File: src/rtl/ofmap_store_if.sv
// ofmap_store_if: bundles the ofmap store controller's control, capture and GLB write signals.
//   master : token engine / GLB side (drives start, layer type, base, PE data, stall)
//   slave  : ofmap_store_controller (drives WEB, address, write data, busy, done)
// Layer-type encodings are shared with the weight-load path.

`ifndef POINTWISE
`define POINTWISE 2'd0
`endif
`ifndef DEPTHWISE
`define DEPTHWISE 2'd1
`endif
`ifndef STANDARD
`define STANDARD 2'd2
`endif
`ifndef LINEAR
`define LINEAR 2'd3
`endif

interface ofmap_store_if #(
    parameter int unsigned NUM_COL = 32
);
    logic                   store_start_i;
    logic [1:0]             layer_type_i;
    logic [31:0]            ofmap_GLB_base_addr_i;
    logic [NUM_COL*8-1:0]   pe_out_data_i;
    logic                   glb_stall_i;
    logic [3:0]             ofmap_store_WEB_o;
    logic [31:0]            ofmap_addr_o;
    logic [31:0]            ofmap_wdata_o;
    logic                   store_busy_o;
    logic                   store_done_o;

    modport master (
        output store_start_i, layer_type_i, ofmap_GLB_base_addr_i, pe_out_data_i, glb_stall_i,
        input  ofmap_store_WEB_o, ofmap_addr_o, ofmap_wdata_o, store_busy_o, store_done_o
    );

    modport slave (
        input  store_start_i, layer_type_i, ofmap_GLB_base_addr_i, pe_out_data_i, glb_stall_i,
        output ofmap_store_WEB_o, ofmap_addr_o, ofmap_wdata_o, store_busy_o, store_done_o
    );
endinterface

File: src/rtl/ofmap_store_controller.sv
// ofmap_store_controller: writes one row of PE output bytes to the GLB as packed 32-bit
// word writes starting at a possibly unaligned byte address, with per-lane write enables
// on partial first/last words.
// Ports:
//   clk, rst_n : clock, asynchronous active-low reset
//   bus        : ofmap_store_if.slave (start/layer/base/PE data/stall in; WEB/addr/wdata/busy/done out)
// Build option: define OFMAP_RELU_EN to clamp negative captured bytes to 0x00 before packing.

`ifndef POINTWISE
`define POINTWISE 2'd0
`endif
`ifndef DEPTHWISE
`define DEPTHWISE 2'd1
`endif
`ifndef STANDARD
`define STANDARD 2'd2
`endif
`ifndef LINEAR
`define LINEAR 2'd3
`endif

module ofmap_store_controller #(
    parameter int unsigned NUM_COL = 32,
    parameter int unsigned DATA_W  = 8
) (
    input  logic          clk,
    input  logic          rst_n,
    ofmap_store_if.slave  bus
);
    localparam int unsigned BUF_W  = NUM_COL * DATA_W;
    localparam int unsigned CNT_W  = 6;   // element count up to 32
    localparam int unsigned WCNT_W = 4;   // word count up to 9

    typedef enum logic [1:0] {S_IDLE, S_WRITE, S_DONE} state_t;

    typedef struct packed {
        logic [3:0]  web;
        logic [31:0] data;
    } word_t;

    state_t              state;
    logic [BUF_W-1:0]    buf_q;
    logic [1:0]          off_q;
    logic [CNT_W-1:0]    n_q;
    logic [WCNT_W-1:0]   k_q;
    logic [WCNT_W-1:0]   w_q;
    logic [3:0]          web_q;
    logic [31:0]         addr_q;
    logic [31:0]         wdata_q;
    logic                busy_q;
    logic                done_q;

    logic [CNT_W-1:0]    n_c;
    logic [WCNT_W-1:0]   w_c;
    logic [WCNT_W-1:0]   next_k_c;
    logic [BUF_W-1:0]    capt_c;
    word_t               first_word_c;
    word_t               next_word_c;

    // Build lane enables and data for word k: lane l carries byte 4k + l - offset.
    function automatic word_t pack_word(input logic [BUF_W-1:0] data,
                                        input logic [1:0] off,
                                        input logic [CNT_W-1:0] n,
                                        input logic [WCNT_W-1:0] k);
        word_t w;
        int    b;
        w = '0;
        for (int l = 0; l < 4; l++) begin
            b = 4 * int'(k) + l - int'(off);
            if (b >= 0 && b < int'(n)) begin
                w.web[l]         = 1'b1;
                w.data[8*l +: 8] = data[8*b +: 8];
            end
        end
        return w;
    endfunction

    // Optional signed clamp of each captured byte.
    function automatic logic [BUF_W-1:0] condition_bytes(input logic [BUF_W-1:0] raw);
        logic [BUF_W-1:0] out;
        out = raw;
`ifdef OFMAP_RELU_EN
        for (int c = 0; c < int'(NUM_COL); c++) begin
            if (raw[8*c + 7]) out[8*c +: 8] = 8'h00;
        end
`endif
        return out;
    endfunction

    // Element count from layer type.
    always_comb begin
        n_c = '0;
        case (bus.layer_type_i)
            `POINTWISE: n_c = CNT_W'(32);
            `DEPTHWISE: n_c = CNT_W'(10);
            `STANDARD:  n_c = CNT_W'(10);
            `LINEAR:    n_c = CNT_W'(32);
            default:    n_c = '0;
        endcase
    end

    assign w_c          = WCNT_W'((32'(bus.ofmap_GLB_base_addr_i[1:0]) + 32'(n_c) + 32'd3) >> 2);
    assign capt_c       = condition_bytes(bus.pe_out_data_i);
    assign next_k_c     = k_q + WCNT_W'(1);
    assign first_word_c = pack_word(capt_c, bus.ofmap_GLB_base_addr_i[1:0], n_c, '0);
    assign next_word_c  = pack_word(buf_q, off_q, n_q, next_k_c);

    // Store sequencer with registered GLB outputs.
    always_ff @(posedge clk or negedge rst_n) begin
        if (!rst_n) begin
            state   <= S_IDLE;
            buf_q   <= '0;
            off_q   <= '0;
            n_q     <= '0;
            k_q     <= '0;
            w_q     <= '0;
            web_q   <= '0;
            addr_q  <= '0;
            wdata_q <= '0;
            busy_q  <= 1'b0;
            done_q  <= 1'b0;
        end else begin
            case (state)
                S_IDLE: begin
                    done_q <= 1'b0;
                    if (bus.store_start_i) begin
                        busy_q <= 1'b1;
                        if (n_c != '0) begin
                            state   <= S_WRITE;
                            buf_q   <= capt_c;
                            off_q   <= bus.ofmap_GLB_base_addr_i[1:0];
                            n_q     <= n_c;
                            w_q     <= w_c;
                            k_q     <= '0;
                            addr_q  <= {bus.ofmap_GLB_base_addr_i[31:2], 2'b00};
                            web_q   <= first_word_c.web;
                            wdata_q <= first_word_c.data;
                        end else begin
                            state  <= S_DONE;
                            done_q <= 1'b1;
                        end
                    end
                end
                S_WRITE: begin
                    // Outputs hold while the GLB stalls.
                    if (!bus.glb_stall_i) begin
                        if (next_k_c == w_q) begin
                            state   <= S_DONE;
                            web_q   <= '0;
                            addr_q  <= '0;
                            wdata_q <= '0;
                            done_q  <= 1'b1;
                        end else begin
                            k_q     <= next_k_c;
                            addr_q  <= addr_q + 32'd4;
                            web_q   <= next_word_c.web;
                            wdata_q <= next_word_c.data;
                        end
                    end
                end
                S_DONE: begin
                    state  <= S_IDLE;
                    done_q <= 1'b0;
                    busy_q <= 1'b0;
                end
                default: state <= S_IDLE;
            endcase
        end
    end

    assign bus.ofmap_store_WEB_o = web_q;
    assign bus.ofmap_addr_o      = addr_q;
    assign bus.ofmap_wdata_o     = wdata_q;
    assign bus.store_busy_o      = busy_q;
    assign bus.store_done_o      = done_q;

endmodule

File: src/flat_wrapper.sv
// flat-port wrapper written by rule: the top's interface ports become plain ports
module ofmap_store_controller_flat 
#(
    parameter int unsigned NUM_COL = 32,
    parameter int unsigned DATA_W  = 8
)
  (clk, rst_n, bus_store_start_i, bus_layer_type_i, bus_ofmap_GLB_base_addr_i, bus_pe_out_data_i, bus_glb_stall_i, bus_ofmap_store_WEB_o, bus_ofmap_addr_o, bus_ofmap_wdata_o, bus_store_busy_o, bus_store_done_o);
  ofmap_store_if #(.NUM_COL(NUM_COL)) bus_i ();
  input  logic clk;
  input  logic rst_n;
  input wire logic [$bits(bus_i.store_start_i)-1:0] bus_store_start_i;
  input wire logic [$bits(bus_i.layer_type_i)-1:0] bus_layer_type_i;
  input wire logic [$bits(bus_i.ofmap_GLB_base_addr_i)-1:0] bus_ofmap_GLB_base_addr_i;
  input wire logic [$bits(bus_i.pe_out_data_i)-1:0] bus_pe_out_data_i;
  input wire logic [$bits(bus_i.glb_stall_i)-1:0] bus_glb_stall_i;
  output wire logic [$bits(bus_i.ofmap_store_WEB_o)-1:0] bus_ofmap_store_WEB_o;
  output wire logic [$bits(bus_i.ofmap_addr_o)-1:0] bus_ofmap_addr_o;
  output wire logic [$bits(bus_i.ofmap_wdata_o)-1:0] bus_ofmap_wdata_o;
  output wire logic [$bits(bus_i.store_busy_o)-1:0] bus_store_busy_o;
  output wire logic [$bits(bus_i.store_done_o)-1:0] bus_store_done_o;
  assign bus_i.store_start_i = bus_store_start_i;
  assign bus_i.layer_type_i = bus_layer_type_i;
  assign bus_i.ofmap_GLB_base_addr_i = bus_ofmap_GLB_base_addr_i;
  assign bus_i.pe_out_data_i = bus_pe_out_data_i;
  assign bus_i.glb_stall_i = bus_glb_stall_i;
  assign bus_ofmap_store_WEB_o = bus_i.ofmap_store_WEB_o;
  assign bus_ofmap_addr_o = bus_i.ofmap_addr_o;
  assign bus_ofmap_wdata_o = bus_i.ofmap_wdata_o;
  assign bus_store_busy_o = bus_i.store_busy_o;
  assign bus_store_done_o = bus_i.store_done_o;
  ofmap_store_controller #(.NUM_COL(NUM_COL), .DATA_W(DATA_W)) u_core (.clk(clk), .rst_n(rst_n), .bus(bus_i));
endmodule
File: config.mk
export PLATFORM = sky130hd
export DESIGN_NAME = ofmap_store_controller_flat
export DESIGN_NICKNAME = d
export VERILOG_FILES = /design/src/rtl/ofmap_store_if.sv /design/src/rtl/ofmap_store_controller.sv /design/src/flat_wrapper.sv
export SDC_FILE = /design/constraint.sdc
export NUM_CORES = 1
export LEC_CHECK = 0
export CORE_AREA = 2 2 200 202
export CTS_CLUSTER_DIAMETER = 60
export DETAILED_ROUTE_END_ITERATION = 16
export DIE_AREA = 0 0 202 204
export PLACE_DENSITY = 0.84
export SYNTH_ARGS = -nofsm -noshare
export SYNTH_HDL_FRONTEND = slang
export SYNTH_SLANG_ARGS = --single-unit
export TNS_END_PERCENT = 100
File: constraint.sdc
create_clock -name clk -period 7.8 [get_ports clk]
set_input_delay 1.56 -clock clk [delete_from_list [all_inputs] [get_ports clk]]
set_output_delay 1.56 -clock clk [all_outputs]
set_load 0.02 [all_outputs]
==> Word-level counts from Yosys, hierarchy flattened <==
Cells that the tools add are included.
Widths: inputs -> output; s select.
{ "word_totals": {"reg_bits": 344, "inputBits": 294, "out_inout_bits": 70} }
{ "op_classes": {"add_sub_neg": 15, "n_lt_le_gt_ge": 16, "eq_ne": 11, "n_shift": 8, "muxes": 49, "reduce_logical": 22} }
{ "op_table": {"columns": ["cell", "count"], "rows": [
  ["$shiftx 256x32->8", 8],
  ["$ge 32x1->1 const B", 8],
  ["$lt 32x7->1", 8],
  ["$mux 32", 8],
  ["$pmux 32 s2", 2],
  ["$sub 32x3->32", 3],
  ["$mux 8", 8],
  ["$add 32x3->32 const B", 1],
  ["$mux 4", 8],
  ["$pmux 4 s2", 2],
  ["$add 6x2->7 const B", 2],
  ["$mux 1", 13],
  ["$pmux 6 s2", 1],
  ["$reduce_and 3->1", 3],
  ["$logic_and 1x1->1", 8],
  ["$mux 2", 4],
  ["$add 6x1->7 const B", 1],
  ["$sub 6x2->7", 1],
  ["$add 2x6->6", 1],
  ["$add 6x2->6 const B", 1],
  ["$eq 2x2->1 const B", 3],
  ["$ne 2x2->1 const B", 3],
  ["$reduce_bool 6->1", 1],
  ["$sub 1x2->3 const A", 2],
  ["15 further kinds", 21]
]} }

==> Depth between registers and ports, before layout <==
{ "logic_depth": {"word_depth": 9, "ltp_mapped": 14} }

==> Worst setup path before layout <==
OpenSTA, ideal clock, no wires.
{ "synth_timing": {"path_kind": "input-to-reg", "startpoint": "input port bus_ofmap_GLB_base_addr_i[0]", "endpoint": "register u_core.wdata_q[19] (netlist: u_core.bus.ofmap_wdata_o[19])", "setup_time_ps": 118, "arrival_ps": 4303, "t_required_ps": 7682, "setup_slack_ps": 3379, "cell_stages": 10, "cell_sequence": "clkbuf_1 > buf_1 > buf_2 > inv_1 > ha_1 > clkbuf_1 > clkbuf_1 > mux4_2 > a22o_1 > a21o_1"} }
{ "synth_via": {"elab_chain_cells": 7, "word_cells_on_any_way": 9, "cone_classes": "add/sub: 1; order compare: 2; shift: 1; mux: 4; reduce/logical: 1"} }
{ "synth_lines": {"columns": ["item", "line", "source"], "rows": [
  ["start: declaration", "flat_wrapper.sv:13", "input wire logic [$bits(bus_i.ofmap_GLB_base_addr_i)-1:0] bus_ofmap_GLB_base_addr_i;"],
  ["$sub 2x2->3 *", "ofmap_store_controller.sv:69", "b = 4 * int'(k) + l - int'(off);"],
  ["$ge 32x1->1 / $lt 32x7->1 (equally long branches)", "ofmap_store_controller.sv:70", "if (b >= 0 && b < int'(n)) begin"],
  ["$logic_and 1x1->1", "ofmap_store_controller.sv:70", null],
  ["$mux 8 *", "ofmap_store_controller.sv:70", null],
  ["$mux 32 *", "ofmap_store_controller.sv:128", "if (n_c != '0) begin"],
  ["$mux 32 *", "ofmap_store_controller.sv:126", "if (bus.store_start_i) begin"],
  ["$pmux 32 s2 *", "ofmap_store_controller.sv:123", "case (state)"],
  ["end signal: assignment", "ofmap_store_controller.sv:137", "wdata_q <= first_word_c.data;"],
  ["end signal: assignment", "ofmap_store_controller.sv:157", "wdata_q <= next_word_c.data;"],
  ["end: declaration", "ofmap_store_controller.sv:49", "logic [31:0] wdata_q;"]
]} }
Every way passes the cells marked *; elsewhere a longest branch is shown, timed or not. The select of a mux whose other input is x is not followed.
A chain may end at the register's enable or synchronous reset.

==> Worst setup path in the final report <==
{ "layout_timing": {"startpoint": "register u_core.off_q[1]", "endpoint": "register u_core.wdata_q[21] (netlist: u_core.bus.ofmap_wdata_o[21])"} }
{ "layout_via": {"elab_chain_cells": 7, "word_cells_on_any_way": 9, "cone_classes": "add/sub: 1; order compare: 2; shift: 1; mux: 4; reduce/logical: 1"} }
{ "layout_lines": {"columns": ["item", "line", "source"], "rows": [
  ["start: declaration", "ofmap_store_controller.sv:43", "logic [1:0] off_q;"],
  ["start signal: assignment", "ofmap_store_controller.sv:131", "off_q <= bus.ofmap_GLB_base_addr_i[1:0];"],
  ["$sub 32x3->32 *", "ofmap_store_controller.sv:69", null],
  ["$ge 32x1->1 / $lt 32x7->1 (equally long branches)", "ofmap_store_controller.sv:70", null],
  ["$logic_and 1x1->1", "ofmap_store_controller.sv:70", null],
  ["$mux 8 *", "ofmap_store_controller.sv:70", null],
  ["$mux 32 *", "ofmap_store_controller.sv:147", "if (next_k_c == w_q) begin"],
  ["$mux 32 *", "ofmap_store_controller.sv:146", "if (!bus.glb_stall_i) begin"],
  ["$pmux 32 s2 *", "ofmap_store_controller.sv:123", null]
]} }
Marked as above.

==> reports/metrics.csv <==
metric,value,unit
asr flop ratio synth,1.00,
final setup vio count,0,
"Req. time, crit path",8.30,ns
total number of vias,22900,
Worst Max-Slew Pin Slew,1.23,ns
crit path capture type,register,
fmax,193,MHz
initial core utilization,0.593,
Critical Path AT,5.70,ns
P&R area growth vs syn,22.0,%
Total Nets Final,2953,
Iter 0 DRT Violations,3880,
hold buffers post-CTS,0,
Core Area,0.0392,mm^2
outcome,completed,
cell area after synthesis,0.0232,mm^2
CTS tree,yes,
Yosys reg bits,337,
Fin. Hold Viols,0,
hold_ws,0.484,ns
crit-path max FO,38,
die height,204,um
class of the worst hold path,reg2reg,
setup TNS,0,ns
filler cell count,2715,
input/output buffers,361,
grt ovf,0,
Slew Limit Headroom,0.183,
Max-Cap Viols,0,
unrepaired setup endpoints after global routing,false,
top_reg_cell synth,dfrtp_1,
power per cell area,569,mW/mm^2
Die Area,0.0412,mm^2
syn avg cell area,9.75,um^2
kind of start point of the critical path,register,
Worst-path clk slew,0.06,ns
Routed WL,100,mm
maximum VDD drop,0.000321,V
Resized Gates After CTS,0,
Finished Cell Area,0.0283,mm^2
met1 WL,32.6,mm
postcts setup bufs,0,
layout cells sized above 1,0.136,
Total GRT Usage,0.490,
GPL Wtd Cong,1.08,
drt wl/cell,31.3,um
met3 WL post-DR,14.4,mm
# IOs,364,
vias in the first global route,22100,
vias per cell,7.17,
DP Area,0.0270,mm^2
Crit path largest cell delay,0.95,ns
CTS sink count,337,
sequential area share after synthesis,0.363,
CP cell instances,buf_4 -> ha_1 -> inv_1 -> o21ai_0 -> and2_1 -> inv_2 -> ha_1 -> inv_1 -> a31oi_1 -> o31ai_1 -> nand4_1 -> a31oi_1 -> a21o_1,
router iterations before antenna repair,8,
DRT antenna net count,0,
initial antenna violation count,16,
min Tclk post-route,5.19,ns
Worst Setup Path Type,reg2reg,
Die W,202,um
global-route wire length before repair,146,mm
HPWL after DPL,73.6,mm
Core Rows,73,
Yosys warning count,0,
slowest cell on the critical path,o21ai_0,
CTS H-tree depth,2,
clock skew,0.0218,ns
leak pwr,12.2,nW
Slew Limit Fails,0,
Top Layer Used,met5,
Inserted Clock Buffers,40,
DR DRC count,0,
Longest Clk Path Bufs,3,
count of cell types in the netlist,79,
fin util,0.723,
"CP delay by family, top",compound AO/OA/AOI/OAI gates,
CTS root buf,clkbuf_16,
pin count of the biggest net entering global routing,174,
Tcrit/Tclk final,0.666,
Synth Instances,2382,
metal2 WL,44.3,mm
number of synthesized flops with an enable pin,0,
"Clk Latency, worst-skew pair",0.58,ns
Buf/Inv on CP,4,
-- sequential cells by signal, indices dropped and copies added (netlist names) --
name	flops
u_core.state	2
u_core.buf_q	256
u_core.k_q	4
u_core.bus.ofmap_wdata_o	32
u_core.n_q	2
u_core.off_q	2
u_core.bus.store_done_o	1
u_core.bus.ofmap_addr_o	30
u_core.bus.store_busy_o	1
u_core.w_q	3
u_core.bus.ofmap_store_WEB_o	4
-- metal layers --
metal,vias up,global-route usage
met5,-,0
met4,20,0.322
met3,526,0.166
met2,2157,0.749
met1,11100,0.598
li1,9128,-
-- worst min-delay path, stage by stage (launching register included) --
cell,delay (ns)
dfrtp_1,0.34
nand2_1,0.05
o21ai_0,0.06
-- cell families (layout without fill, tap and decap cells) --
kind of cell               count (synthesis)  after routing  synth area share
adders and majority gates                 24             24            0.0129
other                                      1              9          0.000161
buffers and inverters                    212            490            0.0423
DFF                                      337            337             0.363
xor gates and xnor gates                  17             17           0.00765
and+or+nand+nor                         1102           1102             0.192
muxes                                    354            354             0.279
AOI/OAI and AO/OA                        335            335             0.104
-- cells in the mapped netlist, types with 25 or more instances --
| cell | instances | share of area |
|---|---|---|
| mux4_2 | 232 | 0.22 |
| a22o_1 | 25 | 0.0094 |
| o21ai_0 | 38 | 0.0082 |
| nand2_1 | 942 | 0.15 |
| a21oi_1 | 68 | 0.015 |
| nor2_1 | 38 | 0.0061 |
| dfrtp_1 | 337 | 0.36 |
| nor3_1 | 36 | 0.0078 |
| clkbuf_1 | 103 | 0.017 |
| buf_2 | 49 | 0.011 |
| mux2i_1 | 113 | 0.049 |
-- layout make-up --
cell class / count / area, um^2 / area share
inverters: 26 / 97.6 / 0.00344
clock inverters: 14 / 168 / 0.00592
multi-input cells: 1834 / 13900 / 0.492
diodes: 7 / 17.5 / 0.000618
repair buffers: 396 / 3910 / 0.138
clock buffers: 54 / 1110 / 0.0393
well taps: 525 / 657 / 0.0232
flip-flops and latches: 337 / 8440 / 0.298
-- layout by cell type (no fill, tap or decap), drive strengths merged, types with 10 or more instances in the layout --
master,netlist,routed
buf,82,37
ha,24,24
a22o,25,25
a221o,16,16
inv,25,29
a22oi,11,11
o22ai,13,13
clkbuf,104,54
a21o,11,11
o31ai,19,19
o311ai,10,10
nor2,38,38
nor4,13,13
o21ai,49,49
a31oi,15,15
nand2,942,942
dfrtp,337,337
nor3,37,37
nand3,20,20
clkdlybuf4s50,0,359
a21oi,68,68
mux4,233,233
mux2i,113,113
-- final timing paths --
kind                                            startpoint                               to  slack, ns  depth (start not counted)
hold reg to reg            u_core.bus.ofmap_store_WEB_o[2]  u_core.bus.ofmap_store_WEB_o[2]       0.48                          2
hold / removal             u_core.bus.ofmap_store_WEB_o[2]  u_core.bus.ofmap_store_WEB_o[2]       0.48                          2
setup / recovery                           u_core.off_q[1]     u_core.bus.ofmap_wdata_o[21]       2.61                         13
max in group asynchronous                            rst_n                 u_core.buf_q[77]       5.29                          2
min in group asynchronous                            rst_n      u_core.bus.ofmap_addr_o[16]       1.02                          1
setup reg to reg                           u_core.off_q[1]     u_core.bus.ofmap_wdata_o[21]       2.61                         13
-- report_power, final --
part	switching (mW)	leakage [nW]	internal, mW
clock	0.790	0.623	1.08
sequential	1.73	4.09	2.63
combinational	5.75	7.51	4.17
total	8.26	12.2	7.87
-- stage by stage --
step	power, mW	worst slack, ns	std cells
after global routing	16.6	2.43	3191
after detailed placement	13.6	2.78	3118
after floorplan	10.0	3.38	2383
final	16.1	2.61	3193
after global placement	13.4	2.64	3118
after CTS	15.5	2.74	3186
Note: power is estimated with default switching activity, not from simulation.
